**src/rtl/mem_arb_pkg.sv**
```systemverilog
// Shared types and region decode for the memory-port arbiter.
// Build option MEM_ARB_TIMEOUT_EN enables the APB wait timeout.
`ifndef XLEN
`define XLEN 32
`endif
`ifndef OCM_BASE_ADDR
`define OCM_BASE_ADDR 32'h1000_0000
`endif
`ifndef OCM_OFFSET
`define OCM_OFFSET 32'h0000_FFFF
`endif
`ifndef UART0_BASE_ADDR
`define UART0_BASE_ADDR 32'h2000_0000
`endif
`ifndef UART0_OFFSET
`define UART0_OFFSET 32'h0000_0FFF
`endif

package mem_arb_pkg;

  localparam int TIMEOUT_W = 16;

  typedef enum logic [2:0] {
    IDLE,
    ISSUE,
    OCM_RSP,
    APB_WAIT,
    ERR_RSP
  } state_t;

  typedef enum logic [1:0] {
    REG_OCM,
    REG_APB,
    REG_NONE
  } region_t;

  typedef struct packed {
    logic [`XLEN-1:0] lo;
    logic [`XLEN-1:0] hi;
  } bounds_t;

  function automatic region_t decode_region(
    input logic [`XLEN-1:0] addr,
    input bounds_t          ocm,
    input bounds_t          apb
  );
    region_t r;
    r = REG_NONE;
    if (addr >= ocm.lo && addr <= ocm.hi) begin
      r = REG_OCM;
    end else if (addr >= apb.lo && addr <= apb.hi) begin
      r = REG_APB;
    end
    return r;
  endfunction

endpackage

```
**src/rtl/mem_port_arbiter_rr_arbiter.sv**
```systemverilog
// Round-robin arbiter: first valid requester at or after the pointer.
// Build option MEM_ARB_TIMEOUT_EN has no effect here.
module rr_arbiter #(
  parameter int N = 2,
  localparam int IW = (N > 1) ? $clog2(N) : 1
) (
  input  logic [N-1:0]  valid_i,
  input  logic [IW-1:0] ptr_i,
  input  logic          en_i,
  output logic [N-1:0]  gnt_o,
  output logic [IW-1:0] idx_o
);

  // Walk offsets high to low so the smallest offset wins.
  always_comb begin
    int k;
    gnt_o = '0;
    idx_o = '0;
    k     = 0;
    if (en_i) begin
      for (int i = N - 1; i >= 0; i--) begin
        k = (int'(ptr_i) + i) % N;
        if (valid_i[k]) begin
          gnt_o    = '0;
          gnt_o[k] = 1'b1;
          idx_o    = IW'(k);
        end
      end
    end
  end

endmodule

```
**src/rtl/mem_port_arbiter.sv**
```systemverilog
// Shares the bridge data-memory port between N_REQ requesters.
// Build option MEM_ARB_TIMEOUT_EN bounds the APB wait.
module mem_port_arbiter
  import mem_arb_pkg::*;
#(
  parameter int               N_REQ          = 2,
  parameter logic [`XLEN-1:0] OCM_LO         = `OCM_BASE_ADDR,
  parameter logic [`XLEN-1:0] OCM_HI         = `OCM_BASE_ADDR + `OCM_OFFSET,
  parameter logic [`XLEN-1:0] APB_LO         = `UART0_BASE_ADDR,
  parameter logic [`XLEN-1:0] APB_HI         = `UART0_BASE_ADDR + `UART0_OFFSET,
  parameter int               TIMEOUT_CYCLES = 1024
) (
  input  logic                     core_clk_i,
  input  logic                     core_resetn_i,
  input  logic [N_REQ-1:0]         req_valid_i,
  output logic [N_REQ-1:0]         req_ready_o,
  input  logic [N_REQ-1:0]         req_write_i,
  input  logic [N_REQ*`XLEN-1:0]   req_addr_i,
  input  logic [N_REQ*`XLEN-1:0]   req_wdata_i,
  output logic [N_REQ-1:0]         resp_valid_o,
  output logic [`XLEN-1:0]         resp_rdata_o,
  output logic                     resp_err_o,
  output logic [`XLEN-1:0]         mem_addr_o,
  output logic                     mem_read_en_o,
  output logic                     mem_write_en_o,
  output logic [`XLEN-1:0]         mem_write_data_o,
  input  logic [`XLEN-1:0]         mem_read_data_i,
  input  logic                     busy_i,
  input  logic                     done_i
);

  localparam int IW = (N_REQ > 1) ? $clog2(N_REQ) : 1;
  localparam bounds_t OCM_B = '{lo: OCM_LO, hi: OCM_HI};
  localparam bounds_t APB_B = '{lo: APB_LO, hi: APB_HI};

  state_t           state_q, state_d;
  region_t          reg_q, reg_d, reg_dec;
  logic [IW-1:0]    ptr_q, ptr_d, g_q, g_d, gidx;
  logic [`XLEN-1:0] addr_q, addr_d, wdata_q, wdata_d;
  logic [`XLEN-1:0] sel_addr, sel_wdata;
  logic             wr_q, wr_d, sel_wr;
  logic [N_REQ-1:0] gnt;
  logic             arb_en, apb_done, apb_to, rsp_fire;

  assign arb_en = (state_q == IDLE) && !busy_i && core_resetn_i;

  rr_arbiter #(.N(N_REQ)) u_rr (
    .valid_i (req_valid_i),
    .ptr_i   (ptr_q),
    .en_i    (arb_en),
    .gnt_o   (gnt),
    .idx_o   (gidx)
  );

  always_comb begin
    sel_addr  = '0;
    sel_wdata = '0;
    sel_wr    = 1'b0;
    for (int k = 0; k < N_REQ; k++) begin
      if (gidx == IW'(k)) begin
        sel_addr  = req_addr_i[k*`XLEN +: `XLEN];
        sel_wdata = req_wdata_i[k*`XLEN +: `XLEN];
        sel_wr    = req_write_i[k];
      end
    end
  end

  assign reg_dec  = decode_region(sel_addr, OCM_B, APB_B);
  assign apb_done = (state_q == APB_WAIT) && done_i;
  assign rsp_fire = (state_q == OCM_RSP) || (state_q == ERR_RSP)
                  || apb_done || apb_to;

`ifdef MEM_ARB_TIMEOUT_EN
  logic [TIMEOUT_W-1:0] cnt_q, cnt_d;

  assign apb_to = (state_q == APB_WAIT) && !done_i
                && (cnt_q == TIMEOUT_W'(TIMEOUT_CYCLES));

  always_comb begin
    cnt_d = cnt_q;
    if (state_q == ISSUE)    cnt_d = '0;
    if (state_q == APB_WAIT) cnt_d = cnt_q + 1'b1;
  end

  always_ff @(posedge core_clk_i or negedge core_resetn_i) begin
    if (!core_resetn_i) cnt_q <= '0;
    else                cnt_q <= cnt_d;
  end
`else
  assign apb_to = 1'b0;
`endif

  always_ff @(posedge core_clk_i or negedge core_resetn_i) begin
    if (!core_resetn_i) begin
      state_q <= IDLE;
      reg_q   <= REG_OCM;
      ptr_q   <= '0;
      g_q     <= '0;
      addr_q  <= '0;
      wdata_q <= '0;
      wr_q    <= 1'b0;
    end else begin
      state_q <= state_d;
      reg_q   <= reg_d;
      ptr_q   <= ptr_d;
      g_q     <= g_d;
      addr_q  <= addr_d;
      wdata_q <= wdata_d;
      wr_q    <= wr_d;
    end
  end

  always_comb begin
    state_d = state_q;
    reg_d   = reg_q;
    g_d     = g_q;
    addr_d  = addr_q;
    wdata_d = wdata_q;
    wr_d    = wr_q;
    ptr_d   = ptr_q;
    unique case (state_q)
      IDLE: begin
        if (|gnt) begin
          state_d = (reg_dec == REG_NONE) ? ERR_RSP : ISSUE;
          reg_d   = reg_dec;
          g_d     = gidx;
          addr_d  = sel_addr;
          wdata_d = sel_wdata;
          wr_d    = sel_wr;
        end
      end
      ISSUE:    state_d = (reg_q == REG_OCM) ? OCM_RSP : APB_WAIT;
      OCM_RSP:  state_d = IDLE;
      ERR_RSP:  state_d = IDLE;
      APB_WAIT: if (apb_done || apb_to) state_d = IDLE;
      default:  state_d = IDLE;
    endcase
    if (rsp_fire) begin
      ptr_d = (int'(g_q) == N_REQ - 1) ? '0 : g_q + 1'b1;
    end
  end

  always_comb begin
    req_ready_o      = '0;
    resp_valid_o     = '0;
    resp_rdata_o     = '0;
    resp_err_o       = 1'b0;
    mem_addr_o       = '0;
    mem_read_en_o    = 1'b0;
    mem_write_en_o   = 1'b0;
    mem_write_data_o = '0;
    unique case (state_q)
      IDLE: req_ready_o = gnt;
      ISSUE: begin
        mem_addr_o       = addr_q;
        mem_write_data_o = wdata_q;
        mem_read_en_o    = !wr_q;
        mem_write_en_o   = wr_q;
      end
      OCM_RSP, APB_WAIT: begin
        mem_addr_o       = addr_q;
        mem_write_data_o = wdata_q;
        if (!apb_to && !wr_q) resp_rdata_o = mem_read_data_i;
        resp_err_o = apb_to;
      end
      ERR_RSP: resp_err_o = 1'b1;
      default: ;
    endcase
    if (rsp_fire) begin
      resp_valid_o = N_REQ'(1) << g_q;
    end else begin
      resp_rdata_o = '0;
      resp_err_o   = 1'b0;
    end
  end

endmodule
```
**config.mk**
```make
export PLATFORM = sky130hd
export DESIGN_NAME = mem_port_arbiter
export DESIGN_NICKNAME = d
export VERILOG_FILES = /design/src/rtl/mem_arb_pkg.sv /design/src/rtl/mem_port_arbiter_rr_arbiter.sv /design/src/rtl/mem_port_arbiter.sv
export SDC_FILE = /design/constraint.sdc
export NUM_CORES = 1
export LEC_CHECK = 0
export BUFFER_PORTS_ARGS = -buffer_cell sky130_fd_sc_hd__clkbuf_2
export CORE_ASPECT_RATIO = 0.75
export CORE_MARGIN = 3
export CORE_UTILIZATION = 43
export CTS_CLUSTER_SIZE = 24
export DETAILED_ROUTE_END_ITERATION = 6
export PLACE_DENSITY = 0.78
export SYNTH_ARGS = -nofsm -noshare
export SYNTH_HDL_FRONTEND = slang
export SYNTH_SLANG_ARGS = --single-unit
```
**constraint.sdc**
```tcl
create_clock -name core_clk_i -period 2.09 [get_ports core_clk_i]
set_input_delay 0.418 -clock core_clk_i [delete_from_list [all_inputs] [get_ports core_clk_i]]
set_output_delay 0.418 -clock core_clk_i [all_outputs]
set_load 0.02 [all_outputs]
```
==> metrics.md <==
| Metric | Value |
|---|---|
| Status | `complete, but fails checks` |
| Failing checks | `negative setup slack` |
| Final clock skew | `10.4 ps` |
| Crit Path Class | `reg2out` |
| Slew HR | `41.2%` |
| Number of synthesized register bits | `72` |
| CP peak stage delay | `440 ps` |
| DRT iter0 DRCs | `253` |
| Die area | `11000 sq um` |
| Die Y-Extent | `91.5 um` |
| Netlist cell types | `37` |
| Syn_nets | `624` |
| Setup crit start kind | `register` |
| Worst hold-check path type | `in2reg` |
| Total number of yosys warnings | `0` |
| Place WS | `4.94 ps` |
| Count of input and output buffers | `270` |
| HPWL after DPL | `10.2 mm` |
| Crit path cell chain | `xnor2_2, o21ai_2, and4bb_4, buf_6, and2_4, buf_8` |
| Longest Clk Path Bufs | `2` |
| Via count | `4373` |
| Mapped Cells | `456` |
| Worst-Margin Slew | `883 ps` |
| CTS tree | `built` |
| Commonest non-fill, non-tap cells in the layout | `201 x clkbuf_2, 70 x nand2_1, 69 x dfrtp_1, 67 x and2_1, 65 x mux2i_1` |
| Final net count | `901` |
| # Max-Cap Violations | `0` |
| Share of layout cells above drive strength 1 | `48.6%` |
| RSZ-0062 raised after global routing | `yes` |
| Mapped cell area | `4190 sq um` |
| Total GRT Usage | `25.3%` |
| Min Tclk post-route | `2210 ps` |
| CTS Sinks | `72` |
| CP Buf/Inv Count | `2` |
| Syn avg cell area | `9.20 sq um` |
| DRT Pass-1 Iters | `4` |
| Core Area | `9270 sq um` |
| Register clock-pin slew on the reported worst setup and hold paths | `60 ps` |
| Crit-path max FO | `8` |
| Antenna violations before repair | `0` |
| Sequential fraction of the synthesis area | `43.0%` |
| Starting Density | `45.2%` |
| Chip Width | `120 um` |
| Final WS setup | `-117 ps` |
| Pwr/cell area | `624 nW/um^2` |
| P_leak | `3.72 nW` |
| Area contributors post-synth | `dfrtp_1 43%, mux2i_1 16%, and2_1 15%` |
| Critical path endpoint category | `output pin` |
| Row count | `30` |
| I/O pins | `271` |
| CP delay by family, top | `simple AND/OR/NAND/NOR gates` |
| F_max | `453 MHz` |
| Total CTS buffers | `9` |
| Final Hold Viols | `0` |
| VDD IR max | `0.423 mV` |
| Crit-path slowest cell | `dfrtp_2` |
| DRT antenna net count | `0` |
| H-tree Lvls | `3` |
| Residual DRC count | `0` |
| Setup-failing EPs final | `98` |
| Area growth from synthesis to layout | `62.3%` |
| Routed wire per std cell | `17.1 um` |
| Top-area cell type share of the netlist area | `43.0%` |
| Total gr overflow | `0` |
| First-pass GRT wire length | `22.3 mm` |
| GPL Wtd Cong | `0.897` |
| Final WL | `14.8 mm` |
| Cell taking the most area after synthesis | `dfrtp_1` |
| Fin crit share | `106%` |
| Fill count | `672` |
| CP Data Required Time | `1670 ps` |
| Most common cell after layout, fill and taps aside | `clkbuf_2` |
| Max Slew Vio Count | `0` |
| Clock Tree Root | `clkbuf_16` |
| DR vias/cell | `5.05` |
| Worst path arrival time | `1790 ps` |
| Setup TNS | `-5040 ps` |
| Clock Latency Late Sink | `330 ps` |
| Vias in the first global route | `4465` |
| Largest net degree at the start of global routing | `88` |
| Antenna diode count | `0` |
-- worst min-delay path: stages --
cell and delay, ps:
clkbuf_2 80, nand2_1 30, o21ai_0 60
-- synthesized netlist by cell type, drive strengths merged --
cell type    n
a2111oi      1
a21o         1
a21oi        2
a221o        1
a31oi        2
and2       100
and4bb       1
buf         16
clkbuf      15
dfrtp       72
inv          5
mux2i       66
nand2       70
nand2b       3
nand3        4
nand3b       2
nand4        4
nor2         7
nor2b        1
nor3         1
nor3b        1
nor4         8
nor4b        1
o21a         1
o21ai       68
o21bai       1
o31ai        1
xnor2        1
-- area by class of cell --
| class | instances | area [sq um] | share of cell area, % |
|---|---|---|---|
| Multi-Input combinational cell | 348 | 2320 | 34.2 |
| Timing Repair Buffer | 297 | 2200 | 32.3 |
| Clock inverter | 6 | 67.6 | 0.993 |
| Clock buffer | 10 | 229 | 3.36 |
| Tap cell | 128 | 160 | 2.35 |
| Inverter | 5 | 21.3 | 0.313 |
| Sequential cell | 72 | 1810 | 26.5 |
-- metal layers --
| metal | vias up | share of wire (%) | global-route usage (%) |
|---|---|---|---|
| met5 | - | 0 | 0 |
| met4 | 0 | 2.2 | 7.91 |
| met3 | 31 | 7.3 | 7.10 |
| met2 | 178 | 53 | 45.0 |
| met1 | 2069 | 38 | 29.5 |
| li1 | 2095 | - | - |
-- repair_timing --
action,in CTS,in global routing
endpoints found under the setup margin,63,104
pin swaps,6,38
hold endpoints to repair,2,0
setup buffers,3,7
resized for setup,117,78
hold buffers,1,0
cloned,2,3
-- flip-flops by register name, indices dropped and copies added (netlist names) --
name	flops
addr_q	32
g_q	1
state_q	3
ptr_q	1
wdata_q	32
wr_q	1
reg_q	2
-- final timing paths --
path                                              from                      end  slack [ps]  depth (start not counted)
worst min register to register    reg_q[0]$_DFFE_PN0P_     reg_q[0]$_DFFE_PN0P_         530                          2
min in group asynchronous                core_resetn_i          g_q$_DFFE_PN0P_         500                          2
worst min-delay path                   req_wdata_i[60]  wdata_q[28]$_DFFE_PN0P_         290                          3
worst max register to register  state_q[1]$_DFFE_PN0P_   state_q[0]$_DFFE_PN0P_         -10                          8
max in group asynchronous                core_resetn_i   state_q[1]$_DFFE_PN0P_         470                          3
worst max-delay path            state_q[2]$_DFFE_PN0P_         resp_rdata_o[25]        -120                          6
-- through the flow --
| stage | power, W | util [%] | area, sq um | std cells | hold WS, ps |
|---|---|---|---|---|---|
| 2_1_floorplan | 0.00233 | - | 4190 | 456 | 122 |
| 3_3_place_gp | 0.00264 | 61.3 | 5690 | 834 | 226 |
| 3_5_place_dp | 0.00270 | 61.3 | 5690 | 834 | 225 |
| 4_1_cts | 0.00425 | 70.7 | 6560 | 856 | 281 |
| 5_1_grt | 0.00450 | 73.4 | 6810 | 866 | 306 |
| 6_report | 0.00425 | 73.4 | 6810 | 866 | 292 |
-- kinds of logic (layout without fill, tap and decap cells) --
kind of cell	Yosys count	count (layout)	synth area share (%)
and+or+nand+nor	203	203	26.5
xor gates and xnor gates	1	1	0.209
buffers and inverters	36	318	4.47
DFF	72	72	43.0
AOI/OAI and AO/OA	78	78	10.1
muxes	66	66	15.8
-- power by group --
group | internal (W) | total (W) | switching [W]
registers | 0.00174 | 0.00192 | 0.000181
logic | 0.000399 | 0.000788 | 0.000389
clock network | 0.000929 | 0.00153 | 0.000606
total | 0.00307 | 0.00425 | 0.00118
Note: power is estimated with default switching activity, not from simulation.
